--- src/rtl/bidir_link_pkg.sv ---
// Shared types and constants for the bidirectional link buffer.
// Holds the direction FSM encoding, mode selectors and stats helpers.
package bidir_link_pkg;

    typedef enum logic [1:0] {
        DIR_AB = 2'd0,
        TURN   = 2'd1,
        DIR_BA = 2'd2
    } dir_state_t;

    localparam int MODE_FORCED = 0;
    localparam int MODE_AUTO   = 1;
    localparam int STAT_W      = 16;

    // Saturating increment for the statistics counters.
    function automatic logic [STAT_W-1:0] sat_inc(input logic [STAT_W-1:0] v);
        return (&v) ? v : v + 1'b1;
    endfunction

endpackage

--- src/rtl/bidir_link_fifo.sv ---
// Synchronous first-word-fall-through FIFO shared by both link directions.
// Ports: clk, rst_n, push_i/push_data_i, pop_i, head_o, full_o, empty_o, count_o.
module bidir_link_fifo
    import bidir_link_pkg::*;
#(
    parameter int WIDTH = 8,
    parameter int DEPTH = 4
) (
    input  logic                     clk,
    input  logic                     rst_n,
    input  logic                     push_i,
    input  logic [WIDTH-1:0]         push_data_i,
    input  logic                     pop_i,
    output logic [WIDTH-1:0]         head_o,
    output logic                     full_o,
    output logic                     empty_o,
    output logic [$clog2(DEPTH):0]   count_o
);

    localparam int AW = $clog2(DEPTH);
    localparam int CW = AW + 1;

    logic [WIDTH-1:0] mem_q [DEPTH];
    logic [AW-1:0]    wr_q;
    logic [AW-1:0]    rd_q;
    logic [AW:0]      cnt_q;

    always_ff @(posedge clk or negedge rst_n) begin
        if (!rst_n) begin
            wr_q  <= '0;
            rd_q  <= '0;
            cnt_q <= '0;
            for (int i = 0; i < DEPTH; i++) begin
                mem_q[i] <= '0;
            end
        end else begin
            if (push_i) begin
                mem_q[wr_q] <= push_data_i;
                wr_q        <= wr_q + 1'b1;
            end
            if (pop_i) begin
                rd_q <= rd_q + 1'b1;
            end
            unique case ({push_i, pop_i})
                2'b10:   cnt_q <= cnt_q + 1'b1;
                2'b01:   cnt_q <= cnt_q - 1'b1;
                default: cnt_q <= cnt_q;
            endcase
        end
    end

    assign head_o  = mem_q[rd_q];
    assign full_o  = (cnt_q == CW'(DEPTH));
    assign empty_o = (cnt_q == '0);
    assign count_o = cnt_q;

endmodule

--- src/rtl/bidir_link_buffer.sv ---
// Half-duplex link buffer: one shared FIFO, direction FSM with drain + turnaround.
// Ports: dir_sel, side A/B in+out valid/ready/data, cur_dir, turn_active, fifo_count.
// Optional macro BIDIR_LINK_STATS_EN adds ab_count, ba_count, turn_count outputs.
module bidir_link_buffer
    import bidir_link_pkg::*;
#(
    parameter int WIDTH      = 8,
    parameter int DEPTH      = 4,
    parameter int TURNAROUND = 2,
    parameter int MODE       = 0
) (
    input  logic                   clk,
    input  logic                   rst_n,
    input  logic                   dir_sel,
    input  logic                   a_in_valid,
    output logic                   a_in_ready,
    input  logic [WIDTH-1:0]       a_in_data,
    output logic                   a_out_valid,
    input  logic                   a_out_ready,
    output logic [WIDTH-1:0]       a_out_data,
    input  logic                   b_in_valid,
    output logic                   b_in_ready,
    input  logic [WIDTH-1:0]       b_in_data,
    output logic                   b_out_valid,
    input  logic                   b_out_ready,
    output logic [WIDTH-1:0]       b_out_data,
    output logic                   cur_dir,
    output logic                   turn_active,
    output logic [$clog2(DEPTH):0] fifo_count
`ifdef BIDIR_LINK_STATS_EN
    ,
    output logic [STAT_W-1:0]      ab_count,
    output logic [STAT_W-1:0]      ba_count,
    output logic [STAT_W-1:0]      turn_count
`endif
);

    localparam int AW = $clog2(DEPTH);
    localparam int CW = AW + 1;
    localparam logic [3:0] TURN_INIT =
        (TURNAROUND > 0) ? 4'(TURNAROUND - 1) : 4'd0;

    dir_state_t       state_q;
    logic             cur_dir_q;
    logic             turn_active_q;
    logic             live_q;
    logic             sw_q;
    logic [3:0]       turn_q;
    logic [AW:0]      beat_q;
    logic [WIDTH-1:0] a_last_q;
    logic [WIDTH-1:0] b_last_q;

    logic             full;
    logic             empty;
    logic [WIDTH-1:0] head;
    logic [WIDTH-1:0] push_data;
    logic             push;
    logic             pop;
    logic             a_pop;
    logic             b_pop;
    logic             ab_act;
    logic             ba_act;
    logic             in_dir;
    logic             cur_valid;
    logic             opp_valid;
    logic             sw_set;
    logic             sw_pend;
    logic             in_rdy;
    logic             drained;
    logic             go_turn;
    logic             turn_step;
    logic             flip;
    dir_state_t       opp_state;

    assign ab_act = (state_q == DIR_AB);
    assign ba_act = (state_q == DIR_BA);
    assign in_dir = ab_act | ba_act;

    assign cur_valid = ba_act ? b_in_valid : a_in_valid;
    assign opp_valid = ba_act ? a_in_valid : b_in_valid;

    // Arbitration: yield when the peer waits and we are idle or spent a full burst.
    assign sw_set = opp_valid && (!cur_valid || (beat_q == CW'(DEPTH)));

    always_comb begin
        sw_pend = 1'b0;
        if (in_dir) begin
            if (MODE == MODE_AUTO) begin
                sw_pend = sw_q || sw_set;
            end else begin
                sw_pend = (dir_sel != cur_dir_q);
            end
        end
    end

    assign in_rdy     = live_q && in_dir && !full && !sw_pend;
    assign a_in_ready = in_rdy && ab_act;
    assign b_in_ready = in_rdy && ba_act;

    assign push      = (a_in_valid && a_in_ready) || (b_in_valid && b_in_ready);
    assign push_data = ba_act ? b_in_data : a_in_data;

    assign b_out_valid = ab_act && !empty;
    assign a_out_valid = ba_act && !empty;
    assign b_pop       = b_out_valid && b_out_ready;
    assign a_pop       = a_out_valid && a_out_ready;
    assign pop         = a_pop || b_pop;

    // Out data keeps showing the last delivered word once the FIFO runs dry.
    assign b_out_data = b_out_valid ? head : b_last_q;
    assign a_out_data = a_out_valid ? head : a_last_q;

    assign cur_dir     = cur_dir_q;
    assign turn_active = turn_active_q;

    assign opp_state = cur_dir_q ? DIR_AB : DIR_BA;
    assign drained   = in_dir && sw_pend && empty;
    assign go_turn   = drained && (TURNAROUND != 0);
    assign turn_step = (state_q == TURN) && (turn_q != '0);
    assign flip      = (drained && (TURNAROUND == 0))
                     || ((state_q == TURN) && (turn_q == '0));

    always_ff @(posedge clk or negedge rst_n) begin
        if (!rst_n) begin
            state_q       <= DIR_AB;
            cur_dir_q     <= 1'b0;
            turn_active_q <= 1'b0;
            turn_q        <= '0;
            live_q        <= 1'b0;
            sw_q          <= 1'b0;
            beat_q        <= '0;
            a_last_q      <= '0;
            b_last_q      <= '0;
        end else begin
            live_q <= 1'b1;
            if (a_pop) begin
                a_last_q <= head;
            end
            if (b_pop) begin
                b_last_q <= head;
            end
            if (push && (beat_q != CW'(DEPTH))) begin
                beat_q <= beat_q + 1'b1;
            end
            if ((MODE == MODE_AUTO) && in_dir && sw_set) begin
                sw_q <= 1'b1;
            end
            unique case (1'b1)
                flip: begin
                    state_q       <= opp_state;
                    cur_dir_q     <= !cur_dir_q;
                    turn_active_q <= 1'b0;
                    beat_q        <= '0;
                    sw_q          <= 1'b0;
                end
                turn_step: begin
                    turn_q <= turn_q - 1'b1;
                end
                go_turn: begin
                    state_q       <= TURN;
                    turn_q        <= TURN_INIT;
                    turn_active_q <= 1'b1;
                end
                default: begin
                end
            endcase
        end
    end

    bidir_link_fifo #(
        .WIDTH (WIDTH),
        .DEPTH (DEPTH)
    ) u_fifo (
        .clk         (clk),
        .rst_n       (rst_n),
        .push_i      (push),
        .push_data_i (push_data),
        .pop_i       (pop),
        .head_o      (head),
        .full_o      (full),
        .empty_o     (empty),
        .count_o     (fifo_count)
    );

`ifdef BIDIR_LINK_STATS_EN
    logic [STAT_W-1:0] ab_q;
    logic [STAT_W-1:0] ba_q;
    logic [STAT_W-1:0] tc_q;

    always_ff @(posedge clk or negedge rst_n) begin
        if (!rst_n) begin
            ab_q <= '0;
            ba_q <= '0;
            tc_q <= '0;
        end else begin
            if (b_pop) begin
                ab_q <= sat_inc(ab_q);
            end
            if (a_pop) begin
                ba_q <= sat_inc(ba_q);
            end
            if (flip) begin
                tc_q <= sat_inc(tc_q);
            end
        end
    end

    assign ab_count   = ab_q;
    assign ba_count   = ba_q;
    assign turn_count = tc_q;
`endif

endmodule

--- config.mk ---
export PLATFORM = sky130hd
export DESIGN_NAME = bidir_link_buffer
export DESIGN_NICKNAME = d
export VERILOG_FILES = /design/src/rtl/bidir_link_pkg.sv /design/src/rtl/bidir_link_fifo.sv /design/src/rtl/bidir_link_buffer.sv
export SDC_FILE = /design/constraint.sdc
export NUM_CORES = 1
export LEC_CHECK = 0
export ABC_AREA = 1
export CELL_PAD_IN_SITES_DETAIL_PLACEMENT = 1
export CELL_PAD_IN_SITES_GLOBAL_PLACEMENT = 2
export CORE_MARGIN = 2
export CORE_UTILIZATION = 42
export CTS_BUF_LIST = sky130_fd_sc_hd__clkbuf_2 sky130_fd_sc_hd__clkbuf_4 sky130_fd_sc_hd__clkbuf_8
export DETAILED_ROUTE_END_ITERATION = 8
export DONT_BUFFER_PORTS = 1
export GPL_TIMING_DRIVEN = 0
export PLACE_DENSITY_LB_ADDON = 0.2
export SLEW_MARGIN = 20
export SYNTH_ARGS = -nofsm -noshare
export SYNTH_HDL_FRONTEND = slang
export SYNTH_SLANG_ARGS = --single-unit
--- constraint.sdc ---
create_clock -name clk -period 3.9 [get_ports clk]
set_clock_uncertainty 0.2 [all_clocks]
set_input_delay 0.39 -clock clk [delete_from_list [all_inputs] [get_ports clk]]
set_output_delay 0.39 -clock clk [all_outputs]
set_load 0.01 [all_outputs]
# [Yosys cells after proc, flatten, opt, wreduce, memory -nomap -nowiden]
# Cells that the tools add are included.
[totals] reg_bits=64 inputBits=23 out_inout_bits=25 wordCells=75
[op_classes] addsub=5 order_cmp=3 n_eq_ne=6 mux=15 n_bitwise=3 reduce_logical=29
[ops] cell="2-to-1 mux 8 bit" n=6
[ops] cell="bitwise mux 32 bit" n=1
[ops] cell="binary-select mux 8 bit (select 2 bit)" n=1
[ops] cell="demux 8 bit (select 2 bit)" n=1
[ops] cell="logical AND 1 bit" n=16
[ops] cell="case mux 4 bit (2 select lines)" n=1
[ops] cell="greater-or-equal comparator 3 bit (second input constant)" n=2
[ops] cell="NOT 2 -> 3 bit" n=2
[ops] cell="case mux 3 bit (2 select lines)" n=1
[ops] cell="nonzero test 2 bit" n=3
[ops] cell="adder 2 x 1 -> 2 bit (second input constant)" n=2
[ops] cell="== test 2 x 1 -> 1 bit (second input constant)" n=2
[ops] cell="== test 2 bit (second input constant)" n=2
[ops] cell="zero test 1 bit" n=4
[ops] cell="zero test 4 bit" n=1
[ops] cell="case mux 2 bit (2 select lines)" n=1
[ops] cell="nonzero test 4 bit" n=1
[ops] cell="subtractor 4 x 1 -> 4 bit (second input constant)" n=1
[ops] cell="adder 3 x 1 -> 3 bit (second input constant)" n=1
[ops] cell="== test 3 bit (second input constant)" n=1
[ops] cell="zero test 3 bit" n=1
[ops] cell="less-than comparator 3 x 1 -> 1 bit (second input constant)" n=1
[ops] cell="subtractor 3 x 1 -> 3 bit (second input constant)" n=1
[ops] cell="zero test 2 bit" n=1
[ops] cell="other kinds (6)" n=7

# [Depth between registers and ports, before layout]
[depth] ltp_word=10 mapped_depth=13

# [Cells and area by module]
# Synthesis repeated with hierarchy kept, for this count alone.
[hier_totals] cells_unflattened=382 area_unflattened_um2=3344.5
[by_module_without_submodules] module="bidir_link_fifo" n_inst=1 cells_per_inst=214 area_per_inst_um2=1940.6 seq_area_each_um2=975.9
[by_module_without_submodules] module="bidir_link_buffer" n_inst=1 cells_per_inst=168 area_per_inst_um2=1403.8 seq_area_each_um2=600.6

# [Worst setup path before layout]
# No wires, ideal clock.
[synth_timing] kind="register -> register" start="register u_fifo.cnt_q[0] (netlist: u_fifo.count_o[0])" end="register u_fifo.cnt_q[2] (netlist: u_fifo.count_o[2])" setup_ns=0.131 arrival_time_ns=2.050 required_time_ns=3.569 setup_slack_ns=1.519 stages_incl_launch_ff=13 path_cell_list="dfrtp_1 -> nor2_1 -> nand2_1 -> inv_2 -> nor3_4 -> nand2_2 -> nand2_1 -> ha_1 -> inv_1 -> fa_1 -> a21oi_1 -> o21ai_0 -> xor2_1"
[synth_via] word_cells_on_any_way=22
[synth_rtl] element="from (decl)" line_no="bidir_link_fifo.sv:26" source="logic [AW:0] cnt_q;"
[synth_rtl] element="from (signal assigned)" line_no="bidir_link_fifo.sv:45" source="2'b10: cnt_q <= cnt_q + 1'b1;"
[synth_rtl] element="from (signal assigned)" line_no="bidir_link_fifo.sv:46" source="2'b01: cnt_q <= cnt_q - 1'b1;"
[synth_rtl] element="from (signal assigned)" line_no="bidir_link_fifo.sv:47" source="default: cnt_q <= cnt_q;"
[synth_rtl] element="zero test 3 bit *" line_no="bidir_link_fifo.sv:54" source="assign empty_o = (cnt_q == '0);"
[synth_rtl] element="zero test 1 bit *" line_no="bidir_link_buffer.sv:103" source="assign b_out_valid = ab_act && !empty;"
[synth_rtl] element="logical AND 1 bit *" line_no="bidir_link_buffer.sv:103"
[synth_rtl] element="named net b_out_valid" line_no="bidir_link_buffer.sv:24" source="output logic b_out_valid,"
[synth_rtl] element="logical AND 1 bit *" line_no="bidir_link_buffer.sv:105" source="assign b_pop = b_out_valid && b_out_ready;"
[synth_rtl] element="logical OR 1 bit *" line_no="bidir_link_buffer.sv:107" source="assign pop = a_pop || b_pop;"
[synth_rtl] element="== test 2 x 1 -> 1 bit or == test 2 bit (tied branches)" line_no="bidir_link_fifo.sv:44" source="unique case ({push_i, pop_i})"
[synth_rtl] element="case mux 3 bit (2 select lines) or nonzero test 2 bit (tied branches)"
# The timed path passes the listed nets; every way through them passes the cells marked *.
# A chain may end at the register's enable or synchronous reset.

# [Worst setup path after layout]
# Ends and elaborated chain as after synthesis.

==> results.json <==
{
  "status": "completed",
  "synth_top_area_cell": "dfrtp_1",
  "reg2reg_from": "u_fifo.count_o[0]",
  "drv_cap": 0,
  "cts_buffer_depth": 2,
  "drt-met1-wl_um": 3516,
  "ir_worst_vdd_mv": 0.3899,
  "routed.top_layer": "met4",
  "grt_start_max_net_pins": 64,
  "cp_max_fo": 9,
  "drc": 0,
  "cts_tree": "built",
  "synth_top_cells_by_count": "118 x nand2_1, 63 x dfrtp_1, 50 x o21ai_0",
  "dr_total_vias": 2610,
  "dieHeight_um": 91.72,
  "met2_wirelength_um": 4373,
  "hp-class": "primary input to register",
  "ctsHoldBuffers": 2,
  "core-area_um2": 7370,
  "slew_violations": 0,
  "synth-edff-count": 0,
  "hold_violations": 0,
  "grt_pass1_wl_um": 14000,
  "wl_per_cell_um": 16.70,
  "r2r_slack_ns": 1.08,
  "num_antenna_cells": 0,
  "fmax_ghz": 0.3551,
  "root_buffer": "clkbuf_8",
  "syn_nets": 412,
  "final.setup.tns_ns": 0,
  "yosysMostFrequentCell": "nand2_1",
  "grt_pass1_vias": 2700,
  "grt-ovfl-total": 0,
  "io_pins": 48,
  "synth_top_family_by_area": "simple AND/OR/NAND/NOR gates",
  "synthCells": 381,
  "ant_nets": 0,
  "synth_area_um2": 3232,
  "synthSimpleGateAreaFrac_pct": 25.94,
  "startpoint_type": "register",
  "worstSetupPathType": "register to register",
  "synth_top_cells_by_area": "dfrtp_1 49%, nand2_1 14%, o21ai_0 7.7%, nand3_1 5.7%, mux2_2 2.8%",
  "yosysWarnings": 0,
  "path_clk_slew_ns": 0.07,
  "synth_mux_area_share_pct": 2.787,
  "synth-xor-area-share_pct": 0.8130,
  "wl_um": 8298,
  "crit_path_end_kind": "register",
  "met3_length_um": 317,
  "worstMarginPinSlew_ns": 0.4933,
  "first_iter_violations": 111,
  "r2r_end": "u_fifo.count_o[2]",
  "io_buffers": 0,
  "min_path_cells": 2,
  "dp_hpwl_um": 5873,
  "worst_r2r_path_depth": 12,
  "power_mw": 3.128,
  "grt_usage_pct": 21.55,
  "first_pass_iters": 5,
  "period_minus_slack_ns": 2.816,
  "worstSkewPairLatency_ns": 0.34,
  "async_reset_ff_share_pct": 100.0,
  "synth-seq-cells": 63,
  "antenna_found_initial": 0,
  "required_ns": 3.93,
  "relSlewSlack_pct": 66.77,
  "finalCritPeriodShare_pct": 72.22,
  "fin_nets": 425,
  "powerDensity_nw_per_um2": 871.3,
  "rsz0062_at_grt": "false",
  "synth_compound_area_share_pct": 11.85,
  "synth_top_cell_area_share_pct": 48.78,
  "timing.hold.ws_ns": 0.07359,
  "synth.distinct_cells": 30,
  "areaGrowthSynthToFinish_pct": 11.07,
  "syn_avg_cell_area_um2": 8.483,
  "gp_congestion": 0.7752,
  "cts_max_level": 3,
  "hold_start": "a_out_ready",
  "die_x_um": 91.72,
  "cp.arrival_ns": 2.84,
  "yosys_most_used_dff": "dfrtp_1",
  "p_leak_nw": 1.829,
  "start_util_pct": 43.85,
  "ctsResizeCount": 0,
  "cts-buffers-inserted": 9,
  "die_area_um2": 8413,
  "yosysSeqAreaShare_pct": 48.78,
  "num_rows": 31,
  "post_cts_buffers": 0,
  "holdPathEnd": "a_last_q[5]",
  "drive_gt1_share_pct": 14.07,
  "synth-adder-area-share_pct": 3.329,
  "viasPerCell": 5.252,
  "cts.sinks": 63,
  "setup_violations": 0
}
-- cells in the final DEF, fill, tap and decap left out, drive strengths merged --
| cell | synthesis | routed |
|---|---|---|
| a21oi | 5 | 5 |
| buf | 14 | 15 |
| bufinv | 0 | 1 |
| clkbuf | 2 | 13 |
| clkinv | 0 | 3 |
| conb | 1 | 1 |
| dfrtp | 63 | 63 |
| dlygate4sd3 | 0 | 1 |
| fa | 1 | 1 |
| ha | 7 | 7 |
| inv | 23 | 23 |
| mux2 | 8 | 8 |
| nand2 | 126 | 126 |
| nand3 | 37 | 37 |
| nand4 | 3 | 3 |
| nor2 | 22 | 22 |
| nor3 | 2 | 2 |
| o21ai | 56 | 56 |
| o22a | 8 | 8 |
| xnor2 | 1 | 1 |
| xor2 | 2 | 2 |
-- metal layers --
layer | global-route usage (%) | vias up
li1 | - | 1278
met2 | 37.75 | 45
met5 | 0 | -
met3 | 5.423 | 8
met1 | 26.72 | 1279
met4 | 5.224 | 0
-- cell type report --
type	count	area, µm²
fill	904	3780
sequential	63	1577
multi-input combinational	279	1449
clock buffer	11	151.4
tap	99	123.9
buffer	16	120.1
inverter	23	86.33
clock inverter	4	45.04
timing repair buffer	2	37.54
-- report_power, final --
| part | internal (mW) | switching (mW) | total, mW |
|---|---|---|---|
| Clock | 0.323 | 0.251 | 0.574 |
| Sequential | 0.936 | 0.205 | 1.14 |
| Combinational | 0.468 | 0.945 | 1.41 |
-- metrics by stage --
step                      instances  cell area [µm²]  setup WS, ns  utilization (%)
after floorplan                 381             3232         1.519                -
final                           497             3590         1.084            48.71
after CTS                       497             3590         1.033            48.71
after global routing            497             3590        0.8593            48.71
after detailed placement        480             3356         1.076            45.53
after global placement          480             3356         1.122            45.53
-- kinds of logic (layout without fill, tap and decap cells) --
| group | Yosys count | after routing |
|---|---|---|
| and+or+nand+nor | 190 | 190 |
| AOI/OAI and AO/OA | 69 | 69 |
| DFF | 63 | 63 |
| buffers and inverters | 39 | 56 |
| adders and majority gates | 8 | 8 |
| muxes | 8 | 8 |
| xor gates and xnor gates | 3 | 3 |
| other | 1 | 1 |
-- sequential cells by signal, summed over array words and instances, names as in the netlist --
signal and cells:
cur_dir 1, u_fifo.count_o 3, a_last_q 8, b_last_q 8, state_q 2, u_fifo.mem_q 32
live_q 1, u_fifo.wr_q 2, u_fifo.rd_q 2, turn_q 4
-- how the worst max path moves through the flow --
stage	slack (ns)	endpoint	startpoint
6_report	1.08	u_fifo.count_o[2]	u_fifo.count_o[0]
2_1_floorplan	1.52	u_fifo.count_o[2]	u_fifo.count_o[0]
4_1_cts	1.03	u_fifo.count_o[2]	u_fifo.count_o[0]
3_5_place_dp	1.08	u_fifo.count_o[2]	u_fifo.count_o[0]
5_1_grt	0.86	u_fifo.count_o[2]	u_fifo.count_o[0]
3_3_place_gp	1.12	u_fifo.count_o[2]	u_fifo.count_o[0]
-- worst max-delay path, stage by stage (launching register included) --
cell	delay, ns
dfrtp_1	0.46
nor2_1	0.10
nand2_1	0.11
inv_2	0.07
nor3_4	0.26
nand2_2	0.21
nand2_1	0.23
ha_1	0.20
inv_1	0.08
fa_1	0.38
a21oi_1	0.14
o21ai_0	0.11
xor2_1	0.15
Power figures use the tool's default switching activity.
